`config.mk`:
```
export PLATFORM = sky130hd
export DESIGN_NAME = booth_pp_accumulator_flat
export DESIGN_NICKNAME = d
export VERILOG_FILES = /design/src/rtl/booth_pkg.sv /design/src/rtl/booth_pp_accumulator_if.sv /design/src/rtl/booth_row_align.sv /design/src/rtl/booth_pp_accumulator.sv /design/src/flat_wrapper.sv
export SDC_FILE = /design/constraint.sdc
export NUM_CORES = 1
export LEC_CHECK = 0
export BUFFER_PORTS_ARGS = -buffer_cell sky130_fd_sc_hd__buf_2
export CORE_UTILIZATION = 58
export DETAILED_ROUTE_END_ITERATION = 8
export GPL_ROUTABILITY_DRIVEN = 0
export GPL_TIMING_DRIVEN = 0
export MAX_ROUTING_LAYER = met4
export PLACE_DENSITY = 0.82
export SLEW_MARGIN = 20
export SYNTH_ARGS = -nofsm -noshare
export SYNTH_HDL_FRONTEND = slang
export SYNTH_HIERARCHICAL = 1
export SYNTH_SLANG_ARGS = --single-unit
```
`constraint.sdc`:
```
create_clock -name clk -period 3.7 [get_ports clk]
set_input_delay 0 -clock clk [delete_from_list [all_inputs] [get_ports clk]]
set_output_delay 0 -clock clk [all_outputs]
set_load 0.005 [all_outputs]
```
`src/rtl/booth_pkg.sv`:
```
// Shared types and sizing helpers for the Booth partial-product accumulator.
package booth_pkg;

    // Accumulator control states: collecting rows, or holding a finished product.
    typedef enum logic {
        ACCUM = 1'b0,
        DONE  = 1'b1
    } state_t;

    // Number of radix-4 Booth rows per product for an n-bit multiplier.
    function automatic int rows(input int n);
        return n / 2;
    endfunction

    // Width of the row counter; kept at least one bit wide.
    function automatic int row_w(input int n);
        return (n / 2 > 1) ? $clog2(n / 2) : 1;
    endfunction

endpackage

```
`src/rtl/booth_pp_accumulator_if.sv`:
```
// Row-stream input and product output handshakes of booth_pp_accumulator.
// The err signal exists only when BOOTH_ACC_ERR_EN is defined.
interface booth_pp_accumulator_if #(
    parameter int N = 8
);
    logic             pp_valid;
    logic             pp_ready;
    logic [N:0]       pp_data;
    logic             pp_neg;
    logic             pp_last;
    logic             prod_valid;
    logic             prod_ready;
    logic [2*N-1:0]   prod;
`ifdef BOOTH_ACC_ERR_EN
    logic             err;
`endif

    // Producer of rows and consumer of products (testbench / surrounding logic).
    modport master (
        output pp_valid, pp_data, pp_neg, pp_last, prod_ready,
`ifdef BOOTH_ACC_ERR_EN
        input  err,
`endif
        input  pp_ready, prod_valid, prod
    );

    // The accumulator itself.
    modport slave (
        input  pp_valid, pp_data, pp_neg, pp_last, prod_ready,
`ifdef BOOTH_ACC_ERR_EN
        output err,
`endif
        output pp_ready, prod_valid, prod
    );

endinterface

```
`src/rtl/booth_row_align.sv`:
```
// Turns one decoded Booth row into its 2N-bit weighted term: sign-extend the
// one's-complement row, add the negate correction, shift left by 2*row.
module booth_row_align
    import booth_pkg::*;
#(
    parameter int N = 8
) (
    input  logic [N:0]          pp_data_i,
    input  logic                pp_neg_i,
    input  logic [row_w(N)-1:0] row_i,
    output logic [2*N-1:0]      term_o
);
    localparam int ROWS = rows(N);
    localparam int RW   = row_w(N);

    logic [2*N-1:0] corrected;
    logic [2*N-1:0] shifted [ROWS];

    // Two's-complement row value at full product width.
    assign corrected = {{(N-1){pp_data_i[N]}}, pp_data_i} + {{(2*N-1){1'b0}}, pp_neg_i};

    // One constant shift per row position; the counter picks one below.
    generate
        for (genvar gi = 0; gi < ROWS; gi++) begin : g_shift
            assign shifted[gi] = corrected << (2 * gi);
        end
    endgenerate

    // Row select mux.
    always_comb begin
        term_o = '0;
        for (int r = 0; r < ROWS; r++) begin
            if (row_i == RW'(r)) begin
                term_o = shifted[r];
            end
        end
    end

endmodule

```
`src/rtl/booth_pp_accumulator.sv`:
```
// Sequential accumulator for a radix-4 Booth partial-product stream.
// Accepts N/2 rows (one per cycle), sums the aligned terms and presents the
// 2N-bit product on a valid/ready output. Optional row-framing check is
// enabled by defining BOOTH_ACC_ERR_EN.
module booth_pp_accumulator
    import booth_pkg::*;
#(
    parameter int N = 8
) (
    input  logic                   clk,
    input  logic                   reset,
    booth_pp_accumulator_if.slave  bus
);
    localparam int            ROWS     = rows(N);
    localparam int            RW       = row_w(N);
    localparam logic [RW-1:0] LAST_ROW = RW'(ROWS - 1);

    state_t          state_q, state_d;
    logic [2*N-1:0]  acc_q, acc_d;
    logic [2*N-1:0]  prod_q, prod_d;
    logic [RW-1:0]   row_q, row_d;
    logic            prod_valid_q, prod_valid_d;
    logic [2*N-1:0]  term;
    logic            pp_ready;
    logic            accept;
    logic            is_last_row;

    booth_row_align #(.N(N)) u_align (
        .pp_data_i (bus.pp_data),
        .pp_neg_i  (bus.pp_neg),
        .row_i     (row_q),
        .term_o    (term)
    );

    // Ready depends on state alone so the producer never sees a loop through pp_valid.
    assign pp_ready    = (state_q == ACCUM);
    assign accept      = bus.pp_valid & pp_ready;
    assign is_last_row = (row_q == LAST_ROW);

    // Next-state: accumulate rows in ACCUM, hold the product in DONE until taken.
    always_comb begin
        state_d      = state_q;
        acc_d        = acc_q;
        row_d        = row_q;
        prod_d       = prod_q;
        prod_valid_d = prod_valid_q;
        case (state_q)
            ACCUM: begin
                if (accept) begin
                    if (is_last_row) begin
                        prod_d       = acc_q + term;
                        prod_valid_d = 1'b1;
                        state_d      = DONE;
                        acc_d        = '0;
                        row_d        = '0;
                    end else begin
                        acc_d = acc_q + term;
                        row_d = row_q + 1'b1;
                    end
                end
            end
            DONE: begin
                if (bus.prod_ready) begin
                    prod_valid_d = 1'b0;
                    state_d      = ACCUM;
                end
            end
            default: begin
                state_d = ACCUM;
            end
        endcase
    end

    // State, accumulator, counter and output registers.
    always_ff @(posedge clk) begin
        if (reset) begin
            state_q      <= ACCUM;
            acc_q        <= '0;
            row_q        <= '0;
            prod_q       <= '0;
            prod_valid_q <= 1'b0;
        end else begin
            state_q      <= state_d;
            acc_q        <= acc_d;
            row_q        <= row_d;
            prod_q       <= prod_d;
            prod_valid_q <= prod_valid_d;
        end
    end

    assign bus.pp_ready   = pp_ready;
    assign bus.prod_valid = prod_valid_q;
    assign bus.prod       = prod_q;

`ifdef BOOTH_ACC_ERR_EN
    logic err_q, err_d;

    // Framing error: pp_last must be set exactly on the counter's final row.
    always_comb begin
        err_d = err_q | (accept & (bus.pp_last ^ is_last_row));
    end

    // Sticky error flag, cleared only by reset.
    always_ff @(posedge clk) begin
        if (reset) begin
            err_q <= 1'b0;
        end else begin
            err_q <= err_d;
        end
    end

    assign bus.err = err_q;
`endif

endmodule
```
`src/flat_wrapper.sv`:
```
// flat-port wrapper written by rule: the top's interface ports become plain ports
module booth_pp_accumulator_flat import booth_pkg::*;
#(
    parameter int N = 8
)
  (clk, reset, bus_pp_valid, bus_pp_data, bus_pp_neg, bus_pp_last, bus_prod_ready, bus_pp_ready, bus_prod_valid, bus_prod);
  booth_pp_accumulator_if #(.N(N)) bus_i ();
  input  logic clk;
  input  logic reset;
  input wire logic [$bits(bus_i.pp_valid)-1:0] bus_pp_valid;
  input wire logic [$bits(bus_i.pp_data)-1:0] bus_pp_data;
  input wire logic [$bits(bus_i.pp_neg)-1:0] bus_pp_neg;
  input wire logic [$bits(bus_i.pp_last)-1:0] bus_pp_last;
  input wire logic [$bits(bus_i.prod_ready)-1:0] bus_prod_ready;
  output wire logic [$bits(bus_i.pp_ready)-1:0] bus_pp_ready;
  output wire logic [$bits(bus_i.prod_valid)-1:0] bus_prod_valid;
  output wire logic [$bits(bus_i.prod)-1:0] bus_prod;
  assign bus_i.pp_valid = bus_pp_valid;
  assign bus_i.pp_data = bus_pp_data;
  assign bus_i.pp_neg = bus_pp_neg;
  assign bus_i.pp_last = bus_pp_last;
  assign bus_i.prod_ready = bus_prod_ready;
  assign bus_pp_ready = bus_i.pp_ready;
  assign bus_prod_valid = bus_i.prod_valid;
  assign bus_prod = bus_i.prod;
  booth_pp_accumulator #(.N(N)) u_core (.clk(clk), .reset(reset), .bus(bus_i));
endmodule
```
======== Yosys cells after proc, flatten, opt, wreduce, memory -nomap -nowiden ========
Cells that the tools add are included.
cells by class
  equality and inequality tests ........... 6
  add/sub/neg operators ................... 3
  reduce and logical (&&, ||, !) cells .... 4
  bitwise logic cells ..................... 2
  multiplexer cells ....................... 14
operator list
  operator                                             number
  two-way mux 16 bit                                   5
  adder 16 bit                                         1
  adder 9 x 2 -> 10 bit                                1
  two-way mux 1 bit                                    6
  inequality test 2 bit, second input constant         3
  AND reduction 3 bit                                  2
  equality test 2 bit, second input constant           2
  one-hot mux 1 bit (2 select lines)                   2
  adder 2 x 1 -> 2 bit, second input constant          1
  equality test 2 x 1 -> 1 bit, second input constant  1
  zero test 2 bit                                      1
  two-way mux 2 bit                                    1
  AND reduction 2 bit                                  1
  bitwise AND 1 bit                                    1
  inverter 1 bit                                       1
storage, ports and cells
  word-level logic and storage cells ...... 34
  flip-flop bits (word level) ............. 36
  output and inout bits ................... 18
  input port bits ......................... 15

======== Logic depth before layout (Yosys ltp) ========
Gate-level depths: netlist of run 1.
  depth after elaboration ................. 7
  mapped depth ............................ 16
  depth with buffers taken out ............ 14

======== Modules after synthesis ========
The synthesis of run 1 kept the hierarchy.
by module, submodules not included
  module                sequential area each (um2)  cells an instance  times used  area each (um2)
  booth_pp_accumulator  720.7                       243                1           2020.7
  booth_row_align       0.0                         92                 1           636.9

======== Worst setup path before layout of run 1 ========
Ideal clock, no wire load.
  path type ............................... reg2reg
  start point ............................. register u_core.row_q[0]
  end point ............................... register u_core.acc_q[14]
  data required time ...................... 3583 ps
  slack ................................... 801 ps
  library setup time ...................... 117 ps
  arrival ................................. 2783 ps
  clock period less this slack ............ 2899 ps
  cell stages (with the launch flop) ...... 14
  buffers on the path ..................... 2
  path through ............................ dfxtp_1 -> buf_2 -> mux2_2 -> o22ai_1 -> a21oi_1 -> a32o_1 -> ha_1 -> buf_4 -> and4_4 -> nand3_1 -> or3_1 -> a31oi_1 -> xor2_1 -> a22o_1
on the way
  longest elaborated chain between the ends .. 7
  elaborated cells on any way between the ends .. 10
  those cells by class .................... 1 x add/sub; 3 x eq/ne; 5 x mux; 1 x reduce/logical
ends and longest elaborated chain
  what                              RTL line                    text
  from (decl)                       booth_pp_accumulator.sv:21  logic [RW-1:0] row_q, row_d;
  from (signal assigned)            booth_pp_accumulator.sv:85  row_q <= row_d;
  zero test 2 bit                   booth_row_align.sv:33       if (row_i == RW'(r)) begin
  two-way mux 16 bit (3 in series)  booth_row_align.sv:33
  two-way mux 16 bit (*)            booth_row_align.sv:33
  via u_core.term[8]                booth_pp_accumulator.sv:23  logic [2*N-1:0] term;
  adder 16 bit (*)                  booth_pp_accumulator.sv:57  acc_d = acc_q + term;
  two-way mux 16 bit (*)            booth_pp_accumulator.sv:50  if (is_last_row) begin
  to (signal assigned)              booth_pp_accumulator.sv:78  acc_q <= '0;
  to (signal assigned)              booth_pp_accumulator.sv:84  acc_q <= acc_d;
  to (decl)                         booth_pp_accumulator.sv:19  logic [2*N-1:0] acc_q, acc_d;
Mark *: on every way through the listed nets, which the timed path passes. The rest lies on a longest branch.
A chain may end at the register's enable or synchronous reset.

======== Worst setup path after layout of run 1 ========
  start point ............................. register u_core.row_q[0]
  end point ............................... register u_core.prod_q[12] (netlist: u_core/bus.prod[12])
on the way
  longest elaborated chain between the ends .. 6
  elaborated cells on any way between the ends .. 10
  those cells by class .................... 1 x add/sub; 3 x eq/ne; 4 x mux; 2 x reduce/logical
ends and longest elaborated chain
  what                              RTL line                    text
  zero test 2 bit                   booth_row_align.sv:33
  two-way mux 16 bit (3 in series)  booth_row_align.sv:33
  two-way mux 16 bit (*)            booth_row_align.sv:33
  via u_core.term[0]                booth_pp_accumulator.sv:23
  adder 16 bit (*)                  booth_pp_accumulator.sv:51  prod_d = acc_q + term;
  to (signal assigned)              booth_pp_accumulator.sv:86  prod_q <= prod_d;
  to (decl)                         booth_pp_accumulator.sv:20  logic [2*N-1:0] prod_q, prod_d;
Marked as above.

==> summary.md, run 1 <==
The overall track demand over capacity in global routing is 0.278, and the switching fraction of total power is 0.371. Relative max-transition margin: 0.482. The post-synthesis cell type count is 63.

In the final layout, the multi-input gates occupy 0.00179 mm². The final hold violation count was 0; the violation count after the first detailed-routing iteration was 130. The share of flip-flops with an asynchronous set or reset is 0. The tool flagged a number of max-cap violations equal to 0. At the end of the flow, the number of nets in the layout was 405.

The most used flip-flop cell after synthesis is dfxtp_1. The run finished with clean final reports. The post-synthesis area per instance came out at 7.93 µm².

Across the whole layout, storage elements account for 721 µm². Clock-pin slew was measured on the worst setup and hold paths at 60 ps. The tools report the starting utilization of the core area as 0.606. The ratio of cells with drive above 1 in the final layout came out at 0.154. H-tree depth: 2.

In this run the worst hold path is classified as input port to flop. Clock tree synthesis inserted a total of 5 buffers. The areal power density over the cells is 435 mW/mm², and the post-DP HPWL is 4900 µm.

The internal power of the cells totals 0.810 mW. The via count of the first global-routing pass is 2332. In this run the deepest clock path goes through 2 buffers. For the post-detailed-route DRC marker count, the log shows 0.

The worst setup path is launched from a flop. Setup violations remaining at the end of the flow were counted as 0. The final worst-path setup slack came out at 361 ps.

Dividing the detail-routed via count by the number of cells gives 6.17. The static power due to leakage was 1.25 nW. The analysis attributes to net switching a power of 0.478 mW. Once the clock tree was built, the resizer swapped 0 gates to a different size.

The finished layout holds 423 standard cells, fillers aside. The number of nets handed over by synthesis was 370. For this run, the number of Yosys warnings is 6. In this run the horizontal extent of the chip is 69.7 µm. The top fanout value on the critical path works out to 10. For the maximum number of pins on one net before global-route repair, the log shows 11.

The run gives 414 as the count of placed standard cells including taps. STA puts the critical path data required time at 3910 ps. Dividing the detail-routed wire length by the instance count gives 15.0 µm. The run gives 24 as the number of rows in the core area. By startpoint and endpoint, the worst setup path is classified as flop to flop.

At the later pin of the worst-skew pair, clock insertion delay measures 290 ps. The overall via count from detail_route was 2611. Number of sinks handled by clock tree synthesis: 36. The first global-routing pass estimated 10700 µm of wire.

0 antenna diodes ended up in the layout. VDD sags by at most 356 µV. The tools report the initial antenna violation count as 0.

The die extent in y was 69.7 µm; the power share of the clock group was 0.215. The core region is 0.00438 mm². Before CTS, the worst setup slack after placement is 432 ps. Total power for the finished layout comes to 1.29 mW. TritonCTS built the clock tree. Hold buffer count at CTS: 1. The achievable clock frequency was 299 MHz; the data arrival at the endpoint of the critical path was 3550 ps. Count of input and output buffers: 27.

The actual transition at the worst max-transition pin works out to 771 ps. The root buffer selected by CTS was clkbuf_8. The detail route stage leaves a number of antenna-violating nets equal to 0. The post-route fraction of the period consumed by the critical path works out to 0.902.

The synthesized instance count was 335; the area added between synthesis and finish was 11.3%. For the post-CTS setup repair buffer count, the log shows 0. The tools report the type of destination of the critical path as a flop. For the part of the total power dissipated in sequential elements, the log shows 0.358. The pre-antenna-repair detailed-routing pass consisted of 4 iterations. The layout has 378 filler cells. 33 I/O pins were placed. The cell area that synthesis handed to floorplanning was 0.00266 mm². Power share of the combinational group: 0.427.

The flip-flop and latch count after synthesis works out to 36. Clock skew on the completed layout was measured at 4.18 ps. The tools report the residual overflow from global routing as 0.

The synthesized design contains 0 enable-type register cells. The number of pins with negative max-slew slack in the final report is 0. Subtracting the final worst setup slack from the clock period gives 3340 ps. Adding up every negative setup slack in the final design gives 0 ps. On the final layout, the worst hold slack is 135 ps. The tools report the die footprint as 0.00486 mm². Setup repair after global routing left no endpoint under its margin. The part of the Yosys area used for sequential elements came out at 0.271. For the total detailed-routing wirelength, the log shows 6330 µm.
power by group through the flow:
stage	clock (mW)	sequential (mW)	combinational (mW)
final	0.277	0.460	0.550
after global routing	0.300	0.463	0.613
after CTS	0.285	0.460	0.541
after detailed placement	0	0.468	0.535
after global placement	0	0.466	0.520
after floorplan	0	0.457	0.427
flip-flops by register name, indices dropped and copies added (netlist names):
signal,cells
u_core/acc_q,16
u_core/bus.prod,16
u_core/bus.prod_valid,1
u_core/row_q,2
u_core/state_q,1
critical path, cell delays in order (launching register included):
cell      delay (ps)
dfxtp_1          380
buf_2            240
buf_1            360
nor3b_1          140
ha_1             250
fa_1             430
a21o_1           210
a21oi_2          220
o21a_1           190
o311ai_1         130
and3_1           230
or3_1            350
a21oi_1          120
cells in the final DEF (no fill, tap or decap), types with 6 or more instances in the layout:
cell type and n:
nand2_1 47, a21oi_1 39, dfxtp_1 36, buf_2 32
nor2_1 23, ha_1 19, clkbuf_1 10, o21ai_0 9
xnor2_1 9, a22o_1 7, o21a_1 7, clkbuf_8 6
a21o_1 6, a211oi_1 6, xor2_1 6, and3_1 6
per-layer routing:
layer	global-route usage	part of all wire	up-vias
met1	0.353	0.46	1225
met5	-	0	-
met2	0.458	0.47	83
li1	-	-	1291
met4	0.0933	0.019	0
met3	0.0349	0.051	12
worst paths after layout:
kind	start	end	slack [ps]	cells after the start
min	reset	u_core/acc_q[11]$_SDFFE_PP0P_	130	4
max reg2reg	u_core/row_q[0]$_SDFFE_PP0P_	u_core/bus.prod[12]$_SDFFE_PP0P_	360	12
max	u_core/row_q[0]$_SDFFE_PP0P_	u_core/bus.prod[12]$_SDFFE_PP0P_	360	12
min reg2reg	u_core/bus.prod[0]$_SDFFE_PP0P_	u_core/bus.prod[0]$_SDFFE_PP0P_	460	2
synthesized netlist by cell type, drive strengths merged, types with 3 or more instances:
cell / number / share of area
nand3b: 3 / 0.0085
o21ai: 14 / 0.028
inv: 6 / 0.0085
buf: 13 / 0.032
nand3: 6 / 0.016
nand2b: 3 / 0.0071
o22ai: 3 / 0.0071
a22oi: 5 / 0.014
nor3: 4 / 0.0094
a32o: 3 / 0.011
a21oi: 41 / 0.080
a22o: 7 / 0.023
xor2: 6 / 0.020
o211ai: 3 / 0.0085
ha: 19 / 0.089
a211oi: 6 / 0.017
a31oi: 4 / 0.0094
nor2b: 3 / 0.0071
and3: 7 / 0.018
a21o: 6 / 0.017
and2: 4 / 0.0094
nor2: 24 / 0.035
dfxtp: 36 / 0.27
o21a: 7 / 0.020
mux2i: 4 / 0.015
nand2: 47 / 0.066
xnor2: 9 / 0.030
or3: 3 / 0.0071
clkbuf: 10 / 0.015
and4: 3 / 0.011
cell type report:
type | instances | share of cell area
Buffer | 23 | 0.0423
Clock buffer | 8 | 0.0305
Inverter | 6 | 0.00761
Multi-Input combinational cell | 270 | 0.605
Sequential cell | 36 | 0.244
Tap cell | 52 | 0.0220
Timing Repair Buffer | 28 | 0.0491
kinds of logic (layout without fill, tap and decap cells):
group	count (synthesis)	after routing	synth area share
AO/OA/AOI/OAI	115	115	0.291
AND/OR/NAND/NOR	115	115	0.217
flip-flops	36	36	0.271
buffers and inverters	29	65	0.0556
adder cells (fa/ha/maj)	20	20	0.0970
XOR/XNOR	15	15	0.0494
multiplexers	5	5	0.0193
through the flow:
stage                      util  cell area (µm²)
after floorplan               -             2660
after global placement    0.652             2860
after detailed placement  0.652             2860
after CTS                 0.675             2960
after global routing      0.675             2960
final                     0.675             2960
Note: power is estimated with default switching activity, not from simulation.
==> run 2: changes to the inputs <==
- ABC_AREA: unset -> 1
- CORE_UTILIZATION: 58 -> 59
- HOLD_SLACK_MARGIN: unset -> 0.06
- PLACE_DENSITY: 0.82 -> 0.83
==> summary.md, run 2 <==
After floorplanning, the core was sized to cover 0.00447 mm². Between clock sinks in the finished design, the worst skew comes to 4.20 ps. The die extent in y came out at 71.2 µm. Area added between synthesis and finish: 11.8%. The most common cell in the synthesized netlist is nand2_1. Subtracting the final worst setup slack from the clock period gives 2470 ps. The post-route setup TNS is 0 ps, and the relative max-transition margin is 0.604. The die is 71.2 µm wide. The I/O pin count came out at 33. Setup slack on the worst reg-to-reg path comes out at 1230 ps.

The final layout contains 525 nets. The share of flip-flops with an asynchronous set or reset was 0. The run gives 0 as the final hold violation count. The first detailed-routing pass took 5 iterations. The detailed router placed 2897 vias in this run. The post-route fraction of the period consumed by the critical path came out at 0.667. Static timing analysis puts the maximum clock frequency at 405 MHz. The final standard cell utilization of the core is 0.706. The root buffer selected by CTS is clkbuf_8.

The initial antenna violation count came out at 0. The run gives 36 as the number of sinks handled by clock tree synthesis. The startpoint identified for the worst hold timing path is bus_pp_valid. The area share of xor/xnor cells in the synthesized design is 0.0217. The total chip power is 1.26 mW. Yosys attributes the largest share of cell area to dfxtp_1, nand2_1, inv_1, ha_1, nand3_1. Most common library cell in the layout ignoring fill and taps: nand2_1. By count the netlist is led by nand2_1, inv_1, dfxtp_1, nand3_1, a21oi_1. The number of cells on the worst reg-to-reg path is 13. After detailed routing, the number of vias per cell comes to 5.34. Setup slack closes at 1230 ps.

The fraction of the mapped netlist area in compound gates was 0.124; the peak ir drop on the vdd network was 376 µV. The logs give 5 for the number of CTS-inserted buffers and 0.00305 mm² for the placement-stage cell area. The detailed router finished its first iteration with 246 violations. The run gives 109 ps as the hold slack.

The maximum clock path buffer count is 2, and the number of routed nets with antenna violations is 0. The ratio of cells with drive above 1 in the final layout was 0.157. In this run the number of H-tree levels came out at 2. Synthesis produced a netlist with a net count of 485. The actual transition at the worst max-transition pin is 594 ps. The clock latency reported for the late side of the worst-skew pair is 290 ps. Setup repair after global routing left no endpoint under its margin. After detailed placement, the design holds a cell count of 533. TritonCTS built the clock tree.

The portion of synthesized cell area occupied by the leading cell type is 0.255. Launch point of the worst reg-to-reg path: u_core/row_q[1]$_SDFFE_PP0P_. The run gives 0.295 as the overall track demand over capacity in global routing.

In this run the power density over the cells is 400 mW/mm². The worst hold path belongs to the class input port to flop. The count of cells in the finished layout, fillers not included, comes to 543. The finished cells cover 0.00316 mm². The top fanout value on the critical path works out to 7. The post-detailed-route DRC marker count came out at 0. For hold timing, the worst endpoint is u_core/acc_q[12]$_SDFFE_PP0P_. The synthesized design contains 0 enable-type register cells. Number of diodes: 0. The run gives 0.255 as the part of the Yosys area used for sequential elements. The logs give 0.00283 mm² for the synthesized cell area and 5320 µm for the post-DP HPWL. For the worst setup path, the data required time is 3920 ps.

The total number of yosys warnings is 6. Buffers placed on the I/O ports in this run total 31. The proportion of synthesized area in mux cells came out at 0. Summed over all layers, the routed wires come to 6710 µm. At the worst endpoint, the arrival time is 2680 ps.

In the synthesized netlist the dominant register cell turns out to be dfxtp_1. The critical path is of the flop to flop type. The tool flagged a number of max-cap violations equal to 0.

The arithmetic-cell share of the synthesized area counting full adders, half adders and majority gates came out at 0.0912. The via count of the first global-routing pass was 2722; the post-synthesis cell type count was 37. STA classifies the critical path endpoint as a flop.

The static power due to leakage was 1.79 nW. Synthesis inferred 36 register bits. The dominant cell type by area after synthesis is dfxtp_1.

The run gives 0 as the number of pins with negative max-slew slack in the final report. Simple-gate portion of the synthesized area: 0.391. The worst setup path is launched from a flop. The run finished with clean final reports. Clock-pin slew was measured on the worst setup and hold paths at 70 ps.

The number of cells on the worst hold path is 4. The residual overflow from global routing was 0; the final number of setup-violating endpoints was 0. The starting utilization of the core area is 0.631. Timing analysis after detailed placement gives a worst setup slack of 1300 ps. The largest family of logic cells by synthesized area was simple AND/OR/NAND/NOR gates.

The tools report the post-CTS setup repair buffer count as 0. In the final routed layout, each cell accounts on average for 12.4 µm. End of the worst register-to-register path: u_core/acc_q[7]$_SDFFE_PP0P_. The library cells used most frequently in the layout, excluding fill and tap cells, are nand2_1, inv_1, dfxtp_1. In this run the core area contains 24 standard-cell rows. In the synthesized netlist, the number of instances is 450.

The tools report the maximum number of pins on one net before global-route repair as 12. The average instance in the mapped netlist occupies 6.28 µm². The die footprint came out at 0.00507 mm². The run gives 11600 µm as the first-pass GRT wire length.
run 2: cell count changes after synthesis, sizes merged, moves of 7 or more:
cell / previous run / this run
buf: 13 / 4
and3: 7 / 0
nand3: 6 / 40
inv: 6 / 76
xnor2: 9 / 2
nand2: 47 / 165
a22o: 7 / 0
a21oi: 41 / 29
run 2: report_power, final:
part | leakage (nW) | internal [mW] | switching, mW
clock network | 0.0445 | 0.151 | 0.147
logic | 1.45 | 0.183 | 0.333
registers | 0.294 | 0.422 | 0.0269
total | 1.79 | 0.757 | 0.507
run 2: how the worst max path moves through the flow:
stage,startpoint,endpoint
6_report,u_core/row_q[1]$_SDFFE_PP0P_,u_core/acc_q[7]$_SDFFE_PP0P_
5_1_grt,u_core/row_q[1]$_SDFFE_PP0P_,u_core/acc_q[7]$_SDFFE_PP0P_
4_1_cts,u_core/row_q[1]$_SDFFE_PP0P_,u_core/acc_q[11]$_SDFFE_PP0P_
3_5_place_dp,bus_pp_data[0],u_core/bus.prod[9]$_SDFFE_PP0P_
3_3_place_gp,bus_pp_data[0],u_core/bus.prod[9]$_SDFFE_PP0P_
2_1_floorplan,u_core/row_q[1]$_SDFFE_PP0P_,u_core/bus.prod[8]$_SDFFE_PP0P_
run 2: area by class of cell:
class,count,area (µm²)
clock buffers,7,86.3
well taps,52,65.1
repair buffers,33,175
multi-input cells,329,1780
flip-flops and latches,36,721
plain buffers,8,40.0
fillers,386,1320
inverters,77,289
clock inverters,1,7.51
run 2: cells by family after synthesis:
logic type      count (synthesis)
simple gates                  243
compound gates                 59
flops                          36
xor+xnor                        7
buf+inv                        85
fa+ha+maj                      20
run 2: critical path: stages, from the launching register on:
cell and delay [ps]:
dfxtp_1 490, inv_1 150, nand2_1 160, inv_1 120, nand2_1 80, nand4_1 110
ha_1 380, nand2_1 100, nor2_1 110, nand3_1 110, nand2_2 130, xor2_1 250
nand2_1 90, a21oi_1 120
run 2: what timing repair did:
| action | CTS | global route |
|---|---|---|
| hold endpoints to repair | 2 | 0 |
| hold buffers | 2 | 0 |
| gates resized for setup | 0 | 0 |
run 2: metal layers:
layer / up-vias / global-route usage / share of wire / wire, µm
met4: 0 / 0.129 / 0.026 / 177
met5: - / - / 0 / 0
met2: 75 / 0.505 / 0.49 / 3260
met1: 1310 / 0.343 / 0.44 / 2980
met3: 18 / 0.0427 / 0.042 / 285
li1: 1494 / - / - / -
